**src/rtl/fsa_pkg.sv**
```systemverilog
// Shared types and constants for the frame source arbiter and its pixel packer.
package fsa_pkg;

   typedef enum logic [1:0] {
      S_WAIT   = 2'd0,
      S_BLANK  = 2'd1,
      S_ACTIVE = 2'd2
   } fsa_state_e;

   // Full-width colour constants; consumers take the top PIX_W bits.
   localparam logic [15:0] MARKER_R = 16'hFFFF;
   localparam logic [15:0] MARKER_G = 16'h0000;
   localparam logic [15:0] MARKER_B = 16'h0000;
   localparam logic [15:0] ERR_R    = 16'hFFFF;
   localparam logic [15:0] ERR_G    = 16'h0000;
   localparam logic [15:0] ERR_B    = 16'h0000;

   // Write-word layout: {1'b0, 5 bits of G, 10 bits of B or R}.
   localparam int PK_G_W = 5;
   localparam int PK_C_W = 10;

endpackage

```
**src/rtl/tcon_pixel_pack.sv**
```systemverilog
// Packs one pixel into the two 16-bit SDRAM write words (G split across both words).
module tcon_pixel_pack
   import fsa_pkg::*;
#(
   parameter int PIX_W = 12
) (
   input  logic [PIX_W-1:0] r,
   input  logic [PIX_W-1:0] g,
   input  logic [PIX_W-1:0] b,
   output logic [15:0]      wr1,
   output logic [15:0]      wr2
);

   assign wr1 = {1'b0, g[PIX_W-1 -: PK_G_W],          b[PIX_W-1 -: PK_C_W]};
   assign wr2 = {1'b0, g[PIX_W-1-PK_G_W -: PK_G_W],   r[PIX_W-1 -: PK_C_W]};

   // Low component bits are dropped by the packed format.
   logic unused_low;
   assign unused_low = &{1'b0, r, g, b};

endmodule

```
**src/rtl/frame_source_arbiter.sv**
```systemverilog
// Selects one of NUM_CH pixel sources per frame and emits packed SDRAM write words.
// Optional marker line on mono sources: define FSA_MARKER_EN.
//
// state    | meaning
// S_WAIT   | after reset, waiting for the first blanking period
// S_BLANK  | vertical blanking, source select tracks iSelect
// S_ACTIVE | frame in progress, source select frozen, pixels forwarded
module frame_source_arbiter
   import fsa_pkg::*;
#(
   parameter int                 NUM_CH    = 8,
   parameter int                 PIX_W     = 12,
   parameter int                 COORD_W   = 16,
   parameter logic [NUM_CH-1:0]  MONO_MASK = 8'b0011_1100,
   localparam int                SEL_W     = $clog2(NUM_CH) + 1
) (
   input  logic                      iClk,
   input  logic                      iRst,
   input  logic                      iFval,
   input  logic [SEL_W-1:0]          iSelect,
   input  logic [COORD_W-1:0]        iY_Cont,
   input  logic [NUM_CH*PIX_W-1:0]   iChan_R,
   input  logic [NUM_CH*PIX_W-1:0]   iChan_G,
   input  logic [NUM_CH*PIX_W-1:0]   iChan_B,
   input  logic [NUM_CH-1:0]         iChan_Valid,
   input  logic [7:0]                iMarkerLevel,
   output logic [15:0]               oWr1_data,
   output logic [15:0]               oWr2_data,
   output logic                      oWr_data_valid,
   output logic [SEL_W-1:0]          oActive_Sel,
   output logic                      oSel_Err,
   output logic [31:0]               oFrame_Pix
);

   localparam logic [SEL_W-1:0] NUM_CH_SEL = SEL_W'(NUM_CH);

   fsa_state_e state_q, state_d;

   logic             sel_load;
   logic             frame_end;
   logic             pix_take;

   logic [SEL_W-1:0] active_sel_q;
   logic             sel_err_q;
   logic [31:0]      pix_cnt_q;
   logic [31:0]      frame_pix_q;
   logic             valid_q;
   logic [PIX_W-1:0] r_q, g_q, b_q;

   logic [PIX_W-1:0] ch_r, ch_g, ch_b;
   logic             ch_v, ch_mono;
   logic [PIX_W-1:0] gray_exp;
   logic [PIX_W-1:0] pix_r, pix_g, pix_b;
   logic             pix_v;

   always_ff @(posedge iClk) begin
      if (iRst) begin
         state_q <= S_WAIT;
      end else begin
         state_q <= state_d;
      end
   end

   // The cycle that ends a frame (iFval already low) carries no pixel.
   always_comb begin
      state_d   = state_q;
      sel_load  = 1'b0;
      frame_end = 1'b0;
      pix_take  = 1'b0;
      case (state_q)
         S_WAIT: begin
            if (!iFval) begin
               state_d = S_BLANK;
            end
         end
         S_BLANK: begin
            sel_load = 1'b1;
            if (iFval) begin
               state_d = S_ACTIVE;
            end
         end
         S_ACTIVE: begin
            if (!iFval) begin
               state_d   = S_BLANK;
               frame_end = 1'b1;
            end else begin
               pix_take  = 1'b1;
            end
         end
         default: begin
            state_d = S_WAIT;
         end
      endcase
   end

   always_comb begin
      ch_r    = '0;
      ch_g    = '0;
      ch_b    = '0;
      ch_v    = 1'b0;
      ch_mono = 1'b0;
      for (int c = 0; c < NUM_CH; c++) begin
         if (active_sel_q == SEL_W'(c)) begin
            ch_r    = iChan_R[c*PIX_W +: PIX_W];
            ch_g    = iChan_G[c*PIX_W +: PIX_W];
            ch_b    = iChan_B[c*PIX_W +: PIX_W];
            ch_v    = iChan_Valid[c];
            ch_mono = MONO_MASK[c];
         end
      end
   end

   assign gray_exp = {ch_r[7:0], {(PIX_W-8){1'b0}}};

`ifdef FSA_MARKER_EN
   logic marker_line;
   assign marker_line = (8'(8'd255 - iY_Cont[7:0]) == iMarkerLevel);
`endif

   logic unused_ins;
   assign unused_ins = &{1'b0, iY_Cont, iMarkerLevel};

   always_comb begin
      pix_v = sel_err_q ? iChan_Valid[0] : ch_v;
      pix_r = '0;
      pix_g = '0;
      pix_b = '0;
      if (pix_v) begin
         if (sel_err_q) begin
            pix_r = ERR_R[15 -: PIX_W];
            pix_g = ERR_G[15 -: PIX_W];
            pix_b = ERR_B[15 -: PIX_W];
         end else if (ch_mono) begin
            pix_r = gray_exp;
            pix_g = gray_exp;
            pix_b = gray_exp;
`ifdef FSA_MARKER_EN
            if (marker_line) begin
               pix_r = MARKER_R[15 -: PIX_W];
               pix_g = MARKER_G[15 -: PIX_W];
               pix_b = MARKER_B[15 -: PIX_W];
            end
`endif
         end else begin
            pix_r = ch_r;
            pix_g = ch_g;
            pix_b = ch_b;
         end
      end
   end

   always_ff @(posedge iClk) begin
      if (iRst) begin
         active_sel_q <= '0;
         sel_err_q    <= 1'b0;
         pix_cnt_q    <= '0;
         frame_pix_q  <= '0;
         valid_q      <= 1'b0;
         r_q          <= '0;
         g_q          <= '0;
         b_q          <= '0;
      end else begin
         if (sel_load) begin
            active_sel_q <= iSelect;
            sel_err_q    <= (iSelect >= NUM_CH_SEL);
         end

         valid_q <= pix_take & pix_v;
         if (pix_take) begin
            r_q <= pix_r;
            g_q <= pix_g;
            b_q <= pix_b;
         end else begin
            r_q <= '0;
            g_q <= '0;
            b_q <= '0;
         end

         if (frame_end) begin
            frame_pix_q <= pix_cnt_q;
            pix_cnt_q   <= '0;
         end else if (pix_take && pix_v && (pix_cnt_q != '1)) begin
            pix_cnt_q <= pix_cnt_q + 32'd1;
         end
      end
   end

   tcon_pixel_pack #(
      .PIX_W (PIX_W)
   ) u_pack (
      .r   (r_q),
      .g   (g_q),
      .b   (b_q),
      .wr1 (oWr1_data),
      .wr2 (oWr2_data)
   );

   assign oWr_data_valid = valid_q;
   assign oActive_Sel    = active_sel_q;
   assign oSel_Err       = sel_err_q;
   assign oFrame_Pix     = frame_pix_q;

endmodule

```
**config.mk**
```make
export PLATFORM = sky130hd
export DESIGN_NAME = frame_source_arbiter
export DESIGN_NICKNAME = d
export VERILOG_FILES = /design/src/rtl/fsa_pkg.sv /design/src/rtl/tcon_pixel_pack.sv /design/src/rtl/frame_source_arbiter.sv
export SDC_FILE = /design/constraint.sdc
export NUM_CORES = 1
export LEC_CHECK = 0
export CORE_AREA = 2 2 154 156
export CTS_CLUSTER_DIAMETER = 120
export DETAILED_ROUTE_END_ITERATION = 10
export DIE_AREA = 0 0 156 158
export GPL_ROUTABILITY_DRIVEN = 0
export PLACE_DENSITY = 0.72
export SYNTH_ARGS = -nofsm -noshare
export SYNTH_HDL_FRONTEND = slang
export SYNTH_SLANG_ARGS = --single-unit
```
**constraint.sdc**
```tcl
create_clock -name iClk -period 3 [get_ports iClk]
set_input_delay 0.3 -clock iClk [delete_from_list [all_inputs] [get_ports iClk]]
set_output_delay 0.3 -clock iClk [all_outputs]
set_load 0.02 [all_outputs]
```
After elaboration in Yosys (flattened, before gate mapping):

Index checks and enable logic that the tools add are counted.

* flip-flop bits (word level): 108
* bits of input ports: 327
* output and inout port bits: 70
* word-level logic and storage cells: 89

* add/sub/neg operators: 1
* order comparisons: 1
* equality and inequality tests: 12
* multiplexer cells: 51
* bitwise logic cells: 3
* reduce and logical (&&, ||, !) cells: 10

Operators with widths (number)
* $mux W12: 28
* $add A32 B1 Y32 const B: 1
* $ne A32 B32 Y1 const B: 1
* $mux W1: 20
* $eq A4 B3 Y1 const B: 4
* $eq A4 B2 Y1 const B: 2
* $reduce_or A5 Y1: 1
* $eq A4 B1 Y1 const B: 1
* $ge A4 B4 Y1 const B: 1
* $logic_not A4 Y1: 1
* $mux W2: 2
* $ne A2 B2 Y1 const B: 2
* $pmux W2 S2: 1
* $reduce_or A2 Y1: 2
* $reduce_or A4 Y1: 1
* $reduce_or A3 Y1: 1
* $eq A2 B1 Y1 const B: 1
* $eq A2 B2 Y1 const B: 1
* $logic_and A1 B1 Y1: 2
* $logic_not A2 Y1: 1
* $not A1 Y1: 2
* $reduce_and A2 Y1: 1
* $and A1 B1 Y1: 1

Logic depth before layout (Yosys ltp):

* word-level depth: 12
* gate-level depth with buffers: 9
* depth with buffers taken out: 6

Modules after synthesis:

Synthesis repeated with hierarchy kept, for this count alone.

* cell total of the unflattened synthesis: 905
* area total of the unflattened synthesis: 6904.1 µm²

By module, submodules not included
* frame_source_arbiter: instances 1, cells an instance 872, area an instance 6660.1 µm², seq. area each 2162.1 µm²
* tcon_pixel_pack: instances 1, cells an instance 33, area an instance 244.0 µm², seq. area each 0.0 µm²

Worst setup path before layout:

No wires, ideal clock.

* path type: reg2reg
* start: register active_sel_q[1], in the netlist oActive_Sel[1]
* end: register pix_cnt_q[18]
* setup time: 0.070 ns
* data arrival time: 2.248 ns
* data required time: 2.930 ns
* setup slack: 0.682 ns
* stages on the path, launching flop included: 8
* path buffers: 2
* clock period less this slack: 2.318 ns
* cell sequence: dfxtp_1 -> buf_6 -> mux2i_1 -> mux4_2 -> a211o_1 -> buf_6 -> or4_1 -> a21oi_1

* word-level cells in the longest chain between the ends: 12
* elaborated cells on any way between the ends: 19
* classes of those cells: eq/ne (7); mux (9); reduce/logical (3)

Ends and longest elaborated chain
* start: declaration: line frame_source_arbiter.sv:43 `logic [SEL_W-1:0] active_sel_q;`
* start signal: assignment: line frame_source_arbiter.sv:164 `active_sel_q <= iSelect;`
* $logic_not A4 Y1: line frame_source_arbiter.sv:103 `if (active_sel_q == SEL_W'(c)) begin`
* $mux W1 (7 in series): line frame_source_arbiter.sv:103
* $mux W1 *: line frame_source_arbiter.sv:103
* $mux W1 *: line frame_source_arbiter.sv:124 `pix_v = sel_err_q ? iChan_Valid[0] : ch_v;`
* $logic_and A1 B1 Y1 * (2 in series): line frame_source_arbiter.sv:182 `end else if (pix_take && pix_v && (pix_cnt_q != '1)) begin`
* end signal: assignment: line frame_source_arbiter.sv:183 `pix_cnt_q <= pix_cnt_q + 32'd1;`
* end: declaration: line frame_source_arbiter.sv:45 `logic [31:0] pix_cnt_q;`

Mark *: on every way between the ends. The rest lies on a longest branch, timed or not.
A chain may end at the register's enable or synchronous reset.

Worst setup path after layout:

* start: register active_sel_q[1], in the netlist oActive_Sel[1]
* end: register r_q[4]

* word-level cells in the longest chain between the ends: 12
* elaborated cells on any way between the ends: 35
* classes of those cells: eq/ne (7); mux (25); bitwise (1); reduce/logical (2)

Ends and longest elaborated chain
* $logic_not A4 Y1: line frame_source_arbiter.sv:103
* $mux W1 (8 in series): line frame_source_arbiter.sv:103
* $mux W1: line frame_source_arbiter.sv:124
* $not A1 Y1 (no source line)
* $reduce_or A3 Y1 (no source line)
* end signal: assignment: line frame_source_arbiter.sv:170 `r_q <= pix_r;`
* end: declaration: line frame_source_arbiter.sv:48 `logic [PIX_W-1:0] r_q, g_q, b_q;`

Parallel ways exist; a longest one is shown, timed or not.

==> flow_summary.yaml <==
worst_setup_path:
  r2r_setup_slack_ns: 0.35
  crit_required_ns: 3.29
  critPathKind: "reg -> reg"
  start_kind: "register"
  cpPeakStageDelay_ns: 0.92
  reg2reg_to: "r_q[4]"
  r2r_cells: 6
  crit_path_end_kind: "register"
  endpoint: "r_q[4]"
  cp_common_cell: "o21ai_0"
  cpMaxStageDelayCell: "nor3_1"
  critPathMaxFanout: 76
  worstPathCellList: "buf_12 > nor2b_1 > nor3_1 > o21ai_0 > o21ai_0 > o21a_1"
  startpoint: "oActive_Sel[1]"
  crit_arrival_ns: 2.94
  r2r-start: "oActive_Sel[1]"
final_layout:
  syn_to_final_growth_pct: 60.82
  multi_input_area_sq_um: 3928
  fillers: 2220
  design_area_sq_um: 10070
  fin_nets: 1362
  diodes: 0
  drive_gt1_share_pct: 9.432
  register_area_sq_um: 2051
worst_hold_path:
  min_path_cells: 2
  hold_path.class: "reg -> reg"
cts:
  clock_path_buffers: 2
  hold_buffers: 0
  cts_tree: "built"
  clock-sinks: 102
  clock-root-buffer: "clkbuf_16"
  clk_pin_slew_ns: 0.08
  clk_latency_ns: 0.36
  numCtsBuffers: 9
  h-tree-depth: 3
  cts_resized: 0
  postCtsSetupBuffers: 0
sta:
  skew_ns: 0.01016
  holdWs_ns: 0.4521
  hold_viol: 0
  layout_setup_ws_ns: 0.3517
  final.setup.tns_ns: 0
  setup-violations-final: 0
  fin_crit_sh_pct: 88.28
  timing.final.max_slew_violations: 0
  max_freq_ghz: 0.3776
  fin_crit_ns: 2.648
  rsz0062_at_grt: "false"
  worstMarginPinSlew_ns: 1.082
  slew_headroom_pct: 27.33
run_status:
  outcome: "finished, final reports clean"
synth:
  syn_area_sq_um: 6262
  synth_edf_count: 0
  syn-instance-count: 741
  ys_top_cells_by_area: "dfxtp_1 33%, mux4_2 11%, nand2_1 7.7%, a21oi_1 6.1%, mux2i_1 3.4%"
  synth_top_cell_area_share_pct: 32.61
  synthFlopType: "dfxtp_1"
  yosysSeqAreaShare_pct: 32.61
  yosys_register_bits: 102
  yosysTopAreaCell: "dfxtp_1"
  yosysWarnings: 0
  synthArstFlopShare_pct: 0
  synth_cell_types: 66
  syn_area_per_cell_sq_um: 8.451
floorplan:
  core_area_sq_um: 23050
  initial_core_util_pct: 27.17
  rows: 56
  io_pins: 397
  die_x_microns: 156
  die_h_microns: 158
  die-area_sq_um: 24650
power:
  peakVddDrop_mv: 0.1976
  finalPower_mw: 3.405
  pwr_density_cell_nw_per_um2: 338.1
  power.leakage_nw: 3.475
placed_design:
  portBuffers: 317
  place_area_sq_um: 9764
  place_ws_ns: 0.2518
  dp_hpwl_microns: 20250
routing:
  vias_per_cell: 5.260
  drt_iter0_drc: 613
  first_pass_iters: 5
  wl_per_cell_microns: 19.20
  routed_wl_microns: 25510
  ant_nets: 0
  drc_errors: 0
  vias: 6990
grt:
  grt_pass1_wl_microns: 36660
  grt_pass1_vias: 6448
  grt_util_all_layers_pct: 19.43
  gr-total-overflow: 0
  grt_max_degree: 77
  antenna_found_initial: 0
flow_run:
  max-cap-violations: 0
[area by class of cell]
type,instances,share of cell area [%]
Clock buffer,9,2.236
Inverter,10,0.3727
Tap cell,290,3.603
Multi-Input combinational cell,569,39.00
Sequential cell,102,20.36
Clock inverter,7,0.8076
Timing Repair Buffer,342,33.62
[power breakdown]
| group | switching, mW | internal (mW) | total [mW] | leakage (nW) |
|---|---|---|---|---|
| Combinational | 0.333 | 0.478 | 0.812 | 2.50 |
| Clock | 0.564 | 0.658 | 1.22 | 0.149 |
| Sequential | 0.0131 | 1.36 | 1.37 | 0.824 |
[cells in the mapped netlist, drive strengths merged, types with 4 or more instances]
master and count:
dfxtp 102, o21a 17, nor2 37, o31a 4, and3 10, o21ai 30, o221ai 13, nor2b 6
clkbuf 38, mux2i 21, or3 19, nand4 12, inv 10, mux2 14, nand3 15, a211oi 7
nor3b 6, and2 5, a21oi 76, o31ai 13, nor4 5, buf 23, nand2b 10, o311ai 4
and4 5, or4 15, nand2 128, a21o 6, nor3 7, a31oi 4, mux4 31
[routing by layer]
layer	routed length, microns	vias to the layer above	GRT usage, %
met4	257	0	4.587
met3	2046	19	5.037
li1	-	3356	-
met5	0	-	0
met2	11570	278	28.74
met1	11650	3337	28.14
[placed cells by master, fill, tap and decap left out, types with 4 or more instances in the layout]
cell,netlist,layout
mux2_2,14,14
inv_1,8,8
and2_1,5,5
mux4_2,31,31
clkbuf_16,0,9
clkdlybuf4s50_1,0,317
or3_1,19,19
and3_1,10,10
mux2i_1,21,21
and4_1,5,5
a31oi_1,4,4
nor3b_1,6,5
nand2_1,128,128
buf_4,2,23
o221ai_1,13,13
nor4_1,4,4
o21ai_0,30,30
nand4_1,12,12
a21o_1,6,6
nand2b_1,10,10
nor2b_1,6,6
a21oi_1,76,76
o311ai_0,4,4
nand3_1,15,15
o31a_1,4,4
or4_1,15,15
nor3_1,7,7
a211oi_1,7,7
nor2_1,37,37
dfxtp_1,102,99
o31ai_1,13,13
o21a_1,17,17
[how the worst min path moves through the flow]
stage | start | endpoint | slack [ns]
2_1_floorplan | iFval | state_q[0] | 0.38
3_3_place_gp | oFrame_Pix[8] | oFrame_Pix[8] | 0.44
3_5_place_dp | oFrame_Pix[7] | oFrame_Pix[7] | 0.45
4_1_cts | oFrame_Pix[7] | oFrame_Pix[7] | 0.46
5_1_grt | oFrame_Pix[18] | oFrame_Pix[18] | 0.48
6_report | oFrame_Pix[7] | oFrame_Pix[7] | 0.45
[state kept, by name, indices dropped and copies added (netlist names)]
register	count
b_q	10
oSel_Err	1
oWr_data_valid	1
g_q	10
oFrame_Pix	32
r_q	10
oActive_Sel	4
state_q	2
pix_cnt_q	32
[per-stage QoR]
stage / instances / util, %
CTS: 1329 / 43.69
global route: 1329 / 43.69
floorplan: 742 / -
detailed placement: 1313 / 42.36
global placement: 1313 / 42.36
finish: 1329 / 43.69
[cells by family (layout without fill, tap and decap cells)]
group	after synthesis	after routing	share of synthesized area, %
compound gates	211	211	22.38
xor+xnor	1	1	0.1399
mux	66	66	17.02
simple gates	288	288	22.78
fa+ha+maj	1	1	0.1998
flops	102	102	32.61
other cells	1	2	0.05988
buf+inv	71	368	4.815
[worst max-delay path, delay by kind of cell, from the launching register on]
| kind | cells | cell delay (ns) |
|---|---|---|
| flops | 1 | 0.42 |
| compound gates | 3 | 0.58 |
| simple gates | 2 | 1.18 |
| buf+inv | 1 | 0.31 |
Note: power is estimated with default switching activity, not from simulation.
